`src/rtl/mem_arbiter_if.sv`:
```
// mem_arbiter_if: two-port cache requests plus the shared memory bus
interface mem_arbiter_if #(parameter int XLEN = 32);
  logic            i_req;
  logic [XLEN-1:0] i_addr;
  logic            i_ack;
  logic [XLEN-1:0] i_rdata;
  logic            d_req;
  logic            d_we;
  logic [XLEN-1:0] d_addr;
  logic [XLEN-1:0] d_wdata;
  logic            d_ack;
  logic [XLEN-1:0] d_rdata;
  logic            err;
  logic            mem_req;
  logic            mem_we;
  logic [XLEN-1:0] mem_addr;
  logic [XLEN-1:0] mem_wdata;
  logic [XLEN-1:0] mem_rdata;
  logic            mem_ready;
  logic            busy;
  logic            owner;
  modport slave (
    input  i_req, i_addr, d_req, d_we, d_addr, d_wdata, mem_rdata, mem_ready,
    output i_ack, i_rdata, d_ack, d_rdata, err, mem_req, mem_we, mem_addr, mem_wdata, busy, owner
  );
  modport master (
    output i_req, i_addr, d_req, d_we, d_addr, d_wdata, mem_rdata, mem_ready,
    input  i_ack, i_rdata, d_ack, d_rdata, err, mem_req, mem_we, mem_addr, mem_wdata, busy, owner
  );
endinterface

```
`src/rtl/mem_arbiter.sv`:
```
// mem_arbiter: round-robin I/D cache arbiter onto one memory port with timeout abort
module mem_arbiter #(
  parameter int XLEN    = 32,
  parameter int TIMEOUT = 64
) (
  input logic          clk,
  input logic          rst,
  mem_arbiter_if.slave bus
);
  typedef enum logic [1:0] {IDLE, BUSY, DONE} state_t;
  state_t          state_q, state_d;
  logic [7:0]      cnt_q, cnt_d;
  logic            last_q, last_d, owner_q, owner_d, we_q, we_d;
  logic [XLEN-1:0] addr_q, addr_d, wdata_q, wdata_d;
  logic            gnt, done_ok, tmo, ack;
  always_comb begin
    gnt     = (bus.i_req && bus.d_req) ? ~last_q : bus.d_req;
    done_ok = state_q == BUSY && bus.mem_ready;
    tmo     = state_q == BUSY && !bus.mem_ready && cnt_q == 8'(TIMEOUT - 1);
    state_d = state_q;
    cnt_d   = cnt_q;
    last_d  = last_q;
    owner_d = owner_q;
    we_d    = we_q;
    addr_d  = addr_q;
    wdata_d = wdata_q;
    if (state_q == IDLE && (bus.i_req || bus.d_req)) begin
      state_d = BUSY;
      cnt_d   = '0;
      last_d  = gnt;
      owner_d = gnt;
      we_d    = gnt && bus.d_we;
      addr_d  = gnt ? bus.d_addr : bus.i_addr;
      wdata_d = gnt ? bus.d_wdata : '0;
    end else if (state_q == BUSY) begin
      state_d = (done_ok || tmo) ? DONE : BUSY;
      cnt_d   = done_ok ? cnt_q : cnt_q + 8'd1;
    end else if (state_q == DONE) begin
      state_d = IDLE;
    end
  end
  always_ff @(posedge clk) begin
    if (rst) begin
      state_q <= IDLE;
      cnt_q   <= '0;
      last_q  <= 1'b1;
      owner_q <= 1'b0;
      we_q    <= 1'b0;
      addr_q  <= '0;
      wdata_q <= '0;
    end else begin
      state_q <= state_d;
      cnt_q   <= cnt_d;
      last_q  <= last_d;
      owner_q <= owner_d;
      we_q    <= we_d;
      addr_q  <= addr_d;
      wdata_q <= wdata_d;
    end
  end
  // completion is combinational so the ack lands in the same cycle as mem_ready
  assign ack           = done_ok || tmo;
  assign bus.err       = tmo;
  assign bus.i_ack     = ack && !owner_q;
  assign bus.d_ack     = ack && owner_q;
  assign bus.i_rdata   = (done_ok && !owner_q) ? bus.mem_rdata : '0;
  assign bus.d_rdata   = (done_ok && owner_q) ? bus.mem_rdata : '0;
  assign bus.busy      = state_q != IDLE;
  assign bus.owner     = owner_q;
  assign bus.mem_req   = state_q == BUSY;
  assign bus.mem_we    = bus.mem_req && we_q;
  assign bus.mem_addr  = bus.mem_req ? addr_q : '0;
  assign bus.mem_wdata = bus.mem_req ? wdata_q : '0;
endmodule

```
`src/flat_wrapper.sv`:
```
// flat-port wrapper written by rule: the top's interface ports become plain ports
module mem_arbiter_flat 
#(
  parameter int XLEN    = 32,
  parameter int TIMEOUT = 64
)
  (clk, rst, bus_i_req, bus_i_addr, bus_d_req, bus_d_we, bus_d_addr, bus_d_wdata, bus_mem_rdata, bus_mem_ready, bus_i_ack, bus_i_rdata, bus_d_ack, bus_d_rdata, bus_err, bus_mem_req, bus_mem_we, bus_mem_addr, bus_mem_wdata, bus_busy, bus_owner);
  mem_arbiter_if #(.XLEN(XLEN)) bus_i ();
  input logic clk;
  input logic rst;
  input wire logic [$bits(bus_i.i_req)-1:0] bus_i_req;
  input wire logic [$bits(bus_i.i_addr)-1:0] bus_i_addr;
  input wire logic [$bits(bus_i.d_req)-1:0] bus_d_req;
  input wire logic [$bits(bus_i.d_we)-1:0] bus_d_we;
  input wire logic [$bits(bus_i.d_addr)-1:0] bus_d_addr;
  input wire logic [$bits(bus_i.d_wdata)-1:0] bus_d_wdata;
  input wire logic [$bits(bus_i.mem_rdata)-1:0] bus_mem_rdata;
  input wire logic [$bits(bus_i.mem_ready)-1:0] bus_mem_ready;
  output wire logic [$bits(bus_i.i_ack)-1:0] bus_i_ack;
  output wire logic [$bits(bus_i.i_rdata)-1:0] bus_i_rdata;
  output wire logic [$bits(bus_i.d_ack)-1:0] bus_d_ack;
  output wire logic [$bits(bus_i.d_rdata)-1:0] bus_d_rdata;
  output wire logic [$bits(bus_i.err)-1:0] bus_err;
  output wire logic [$bits(bus_i.mem_req)-1:0] bus_mem_req;
  output wire logic [$bits(bus_i.mem_we)-1:0] bus_mem_we;
  output wire logic [$bits(bus_i.mem_addr)-1:0] bus_mem_addr;
  output wire logic [$bits(bus_i.mem_wdata)-1:0] bus_mem_wdata;
  output wire logic [$bits(bus_i.busy)-1:0] bus_busy;
  output wire logic [$bits(bus_i.owner)-1:0] bus_owner;
  assign bus_i.i_req = bus_i_req;
  assign bus_i.i_addr = bus_i_addr;
  assign bus_i.d_req = bus_d_req;
  assign bus_i.d_we = bus_d_we;
  assign bus_i.d_addr = bus_d_addr;
  assign bus_i.d_wdata = bus_d_wdata;
  assign bus_i.mem_rdata = bus_mem_rdata;
  assign bus_i.mem_ready = bus_mem_ready;
  assign bus_i_ack = bus_i.i_ack;
  assign bus_i_rdata = bus_i.i_rdata;
  assign bus_d_ack = bus_i.d_ack;
  assign bus_d_rdata = bus_i.d_rdata;
  assign bus_err = bus_i.err;
  assign bus_mem_req = bus_i.mem_req;
  assign bus_mem_we = bus_i.mem_we;
  assign bus_mem_addr = bus_i.mem_addr;
  assign bus_mem_wdata = bus_i.mem_wdata;
  assign bus_busy = bus_i.busy;
  assign bus_owner = bus_i.owner;
  mem_arbiter #(.XLEN(XLEN), .TIMEOUT(TIMEOUT)) u_core (.clk(clk), .rst(rst), .bus(bus_i));
endmodule
```
`config.mk`:
```
export PLATFORM = sky130hd
export DESIGN_NAME = mem_arbiter_flat
export DESIGN_NICKNAME = d
export VERILOG_FILES = /design/src/rtl/mem_arbiter_if.sv /design/src/rtl/mem_arbiter.sv /design/src/flat_wrapper.sv
export SDC_FILE = /design/constraint.sdc
export NUM_CORES = 1
export LEC_CHECK = 0
export CORE_ASPECT_RATIO = 0.75
export CORE_UTILIZATION = 38
export DETAILED_ROUTE_END_ITERATION = 7
export GPL_ROUTABILITY_DRIVEN = 0
export PLACE_DENSITY_LB_ADDON = 0.25
export SKIP_CTS_REPAIR_TIMING = 1
export SYNTH_ARGS = -nofsm -noshare
export SYNTH_HDL_FRONTEND = slang
export SYNTH_SLANG_ARGS = --single-unit
```
`constraint.sdc`:
```
create_clock -name clk -period 3.1 [get_ports clk]
set_clock_uncertainty 0.1 [all_clocks]
set_input_delay 0.465 -clock clk [delete_from_list [all_inputs] [get_ports clk]]
set_output_delay 0.465 -clock clk [all_outputs]
set_load 0.1 [all_outputs]
```
Word level (Yosys, flattened, before mapping)
Cells that the tools add are included.
{"block": "word_totals", "input_bits": 134, "n_memories": 0, "mem_bits_ro": 0, "out_inout_bits": 135, "register_bits": 77, "mem_bits_rw": 0, "latchBits": 0}
{"block": "classes", "n_eq_ne": 3, "n_lt_le_gt_ge": 0, "n_bitwise": 2, "reduce_logical": 21, "muxes": 11, "mul": 0, "n_addsub": 1, "n_div": 0, "n_shift": 0}
{"cell": "$mux W32", "count": 6}
{"cell": "$logic_and A1 B1 Y1", "count": 11}
{"cell": "$add A8 B1 Y8 const B", "count": 1}
{"cell": "$eq A8 B6 Y1 const B", "count": 1}
{"cell": "$mux W2", "count": 3}
{"cell": "$reduce_bool A2 Y1", "count": 2}
{"cell": "$reduce_bool A3 Y1", "count": 1}
{"cell": "$eq A2 B1 Y1 const B", "count": 1}
{"cell": "$eq A2 B2 Y1 const B", "count": 1}
{"cell": "$logic_not A1 Y1", "count": 2}
{"cell": "$logic_not A2 Y1", "count": 1}
{"cell": "$logic_or A1 B1 Y1", "count": 2}
{"cell": "$mux W1", "count": 2}
{"cell": "$not A1 Y1", "count": 2}
{"cell": "$reduce_and A2 Y1", "count": 1}
{"cell": "$reduce_or A2 Y1", "count": 1}

Logic depth before layout (Yosys ltp)
{"block": "depth", "ltp_word": 7, "mapped_depth": 7}

Least setup slack after synthesis
No wires, ideal clock.
{"block": "synth_timing", "path_type": "reg-to-output", "start": "register u_core.state_q[1]", "end": "output port bus_d_ack", "arrival_ns": 4.226, "slack_ns": -1.691, "path_stages_with_launch": 7, "required_time_ns": 2.535, "path_cell_list": "dfxtp_1 -> inv_1 -> ha_1 -> buf_6 -> nand3b_4 -> or4_4 -> a21boi_0"}
{"block": "synth_between", "elab_chain_len": 5, "word_cells_on_any_way": 6, "classes_between": "1 x eq/ne; 5 x reduce/logical"}
{"item": "from (decl)", "line": "mem_arbiter.sv:11", "rtl": "state_t state_q, state_d;"}
{"item": "from (signal assigned)", "line": "mem_arbiter.sv:52", "rtl": "state_q <= state_d;"}
{"item": "$eq A2 B1 Y1 *"}
{"item": "named net bus_mem_req", "line": "flat_wrapper.sv:24", "rtl": "output wire logic [$bits(bus_i.mem_req)-1:0] bus_mem_req;"}
{"item": "$logic_and A1 B1 Y1 (2 in series)", "line": "mem_arbiter.sv:19", "rtl": "tmo = state_q == BUSY && !bus.mem_ready && cnt_q == 8'(TIMEOUT - 1);"}
{"item": "$logic_or A1 B1 Y1 *", "line": "mem_arbiter.sv:62", "rtl": "assign ack = done_ok || tmo;"}
{"item": "$logic_and A1 B1 Y1 *", "line": "mem_arbiter.sv:65", "rtl": "assign bus.d_ack = ack && owner_q;"}
{"item": "to (decl)", "line": "flat_wrapper.sv:21", "rtl": "output wire logic [$bits(bus_i.d_ack)-1:0] bus_d_ack;"}
Mark *: on every way through the listed nets, which the timed path passes. The rest lies on a longest branch.

Worst setup path after layout
{"block": "layout_timing", "start": "register u_core.state_q[1]", "end": "output port bus_d_rdata[22]"}
{"block": "layout_between", "elab_chain_len": 4}
{"item": "$eq A2 B1 Y1", "line": "mem_arbiter.sv:18", "rtl": "done_ok = state_q == BUSY && bus.mem_ready;"}
{"item": "$logic_and A1 B1 Y1", "line": "mem_arbiter.sv:18"}
{"item": "$logic_and A1 B1 Y1", "line": "mem_arbiter.sv:67", "rtl": "assign bus.d_rdata = (done_ok && owner_q) ? bus.mem_rdata : '0;"}
{"item": "$mux W32", "line": "mem_arbiter.sv:67"}
{"item": "to (decl)", "line": "flat_wrapper.sv:22", "rtl": "output wire logic [$bits(bus_i.d_rdata)-1:0] bus_d_rdata;"}
Every way passes these cells.

==> results_dict.tcl <==
set metrics [dict create \
    outcome "completed" \
    cts_tree "built" \
    reg2reg_depth 6 \
    synth_edf_count 0 \
    root_buffer "clkbuf_16" \
    port_buffers 268 \
    relSlewSlack 0.565 \
    numCtsBuffers 9 \
    syn_to_final_growth_pct 117 \
    powerDensity_nw_per_um2 763 \
    clock_sinks 77 \
    drtPass1Iterations 4 \
    tightest_slew_ps 653 \
    htreeDepth 3 \
    detail-route-antenna-nets 0 \
    rows 31 \
    ys_seq_area_frac 0.405 \
    drive_gt1_frac 0.260 \
    yosysWarnings 0 \
    core_area_um2 9700 \
    yosys-top-cells-count "and2_1 (129), dfxtp_1 (77), a22o_1 (33), mux2i_1 (33), o2bb2ai_1 (32)" \
    num_antenna_cells 0 \
    ys_ff_latch 77 \
    cp.arrival_ps 2220 \
    async_reset_ff_frac 0 \
    final_nets 788 \
    finalCritPeriodShare 0.899 \
    grt_pass1_vias 3978 \
    crit_fanout 37 \
    min_from "u_core.addr_q[21]" \
    grt_max_degree 46 \
    min_delay_worst_endpoint "u_core.addr_q[21]" \
    fin_crit_ps 2790 \
    finalSetupTns_ps 0 \
    crit_type "reg2out" \
    dp_hpwl_um 11300 \
    synth_area_um2 3800 \
    drt-initial-drc-count 160 \
    start_kind "flop" \
    grt_pass1_wl_um 22000 \
    p_leak_nw 3.30 \
    detail_route.wirelength_um 14400 \
    synth.distinct_cells 37 \
    synth_fp_nets 532 \
    drc 0 \
    ys.flop_type "dfxtp_1" \
    rr_endpoint "u_core.cnt_q[7]" \
    avgSynthCellArea_um2 9.65 \
    final_hold_viol_count 0 \
    synthCells 394 \
    rsz0062_at_grt "false" \
    die_area_um2 10400 \
    setup_viol 0 \
    antenna_found_initial 0 \
    grt_usage 0.276 \
    stdcell_count 787 \
    peakVddDrop_mv 0.583 \
    yosysMostFrequentCell "and2_1" \
    clk_path_buf_depth 2 \
    viasPerCell 5.02 \
    nFillCells 522 \
    drv_cap 0 \
    hold_path_class "reg2reg" \
    num_vias 3951 \
    startpoint "u_core.state_q[1]" \
    synth_top_area_frac 0.405 \
    whs_path_depth 1 \
    die_h_um 88.6 \
    clock_latency_ps 320 \
    boundaryPins 269 \
    required_ps 2530 \
    rrSetupSlack_ps 970 \
    cts.clk_slew.worst_paths_ps 60 \
    globalRouteOverflowTotal 0 \
    start_util 0.392 \
    crit_path_end_kind "primary output" \
    routedWlPerCell_um 18.3 \
    dp.cells 771 \
    fmax_mhz 359 \
    die_x_um 118 \
    holdWs_ps 351 \
    finalMaxSlewViolations 0 \
    yosysTopAreaCell "dfxtp_1" \
    synth_top_cells_by_area "dfxtp_1 (41%), and2_1 (21%), mux2i_1 (8.7%), a22o_1 (7.6%), o2bb2ai_1 (7.4%)" \
    r2r_start "u_core.state_q[1]" \
]
==> flip-flops by register name, indices dropped and copies added (netlist names) <==
register / flops
u_core.addr_q: 32
u_core.wdata_q: 32
u_core.cnt_q: 8
u_core.state_q: 2
u_core.bus.owner: 1
u_core.last_q: 1
u_core.we_q: 1
==> cell families after synthesis <==
group,synth area share
fa+ha+maj,0.0132
buf+inv,0.0467
flops,0.405
mux,0.0869
compound gates,0.186
simple gates,0.257
xor+xnor,0.00461
==> stage by stage <==
step	area (um^2)	util	power, mW	setup slack [ps]
floorplan	3830	-	3.76	55.7
global placement	7940	0.819	5.11	425
detailed placement	7940	0.819	5.18	374
CTS	8260	0.852	6.33	298
global route	8260	0.852	6.51	169
finish	8260	0.852	6.30	312
==> critical path, cell delays in order, from the launching register on <==
cell and delay, ps:
dfxtp_1 330, inv_1 90, ha_2 250, buf_4 330, and3_1 210, buf_4 250, and2_1 230, buf_12 190
==> cells in the final DEF, fill, tap and decap left out, types with 2 or more instances in the layout <==
cell | synthesis | final
nand2_1 | 3 | 3
a21oi_4 | 0 | 2
nor2b_1 | 2 | 2
a22o_1 | 33 | 33
clkbuf_16 | 0 | 9
o2bb2ai_1 | 32 | 32
and2_1 | 129 | 129
a21boi_4 | 0 | 2
or2_2 | 2 | 2
inv_1 | 5 | 5
dfxtp_1 | 77 | 77
buf_12 | 0 | 134
buf_4 | 5 | 10
inv_6 | 0 | 2
o21ai_0 | 5 | 5
a21oi_1 | 8 | 7
clkdlybuf4s50_1 | 0 | 133
a21o_1 | 2 | 2
ha_1 | 4 | 3
mux2i_1 | 33 | 33
or3_1 | 4 | 4
bufinv_16 | 0 | 2
xnor2_1 | 2 | 2
nor2_1 | 5 | 5
==> worst max path at each step <==
stage	to	slack, ps	cells past startpoint
6_report	bus_d_rdata[22]	310	7
5_1_grt	bus_d_rdata[22]	170	7
4_1_cts	bus_d_rdata[22]	300	7
3_5_place_dp	bus_d_ack	370	5
3_3_place_gp	bus_d_ack	420	5
2_1_floorplan	bus_i_rdata[10]	60	7
==> where the power goes <==
| part | switching (mW) | internal, mW |
|---|---|---|
| registers | 0.113 | 1.19 |
| logic | 2.53 | 1.34 |
| clock network | 0.417 | 0.712 |
| total | 3.06 | 3.24 |
==> routing by layer <==
layer	vias up	routed length, um	global-route usage
met1	1871	5400	0.296
li1	1884	-	-
met4	0	334	0.0956
met2	167	7940	0.541
met3	29	741	0.0670
met5	-	0	0
==> cell type report <==
class                      count  area [um^2]  share of cell area
clock buffer                  10          229              0.0277
clock inverter                 6         93.8              0.0114
inverter                       5         18.8             0.00227
multi-input combinational    280         2130               0.257
sequential                    77         1540               0.187
tap                          132          165              0.0200
timing repair buffer         277         4090               0.495
Power figures use the tool's default switching activity.
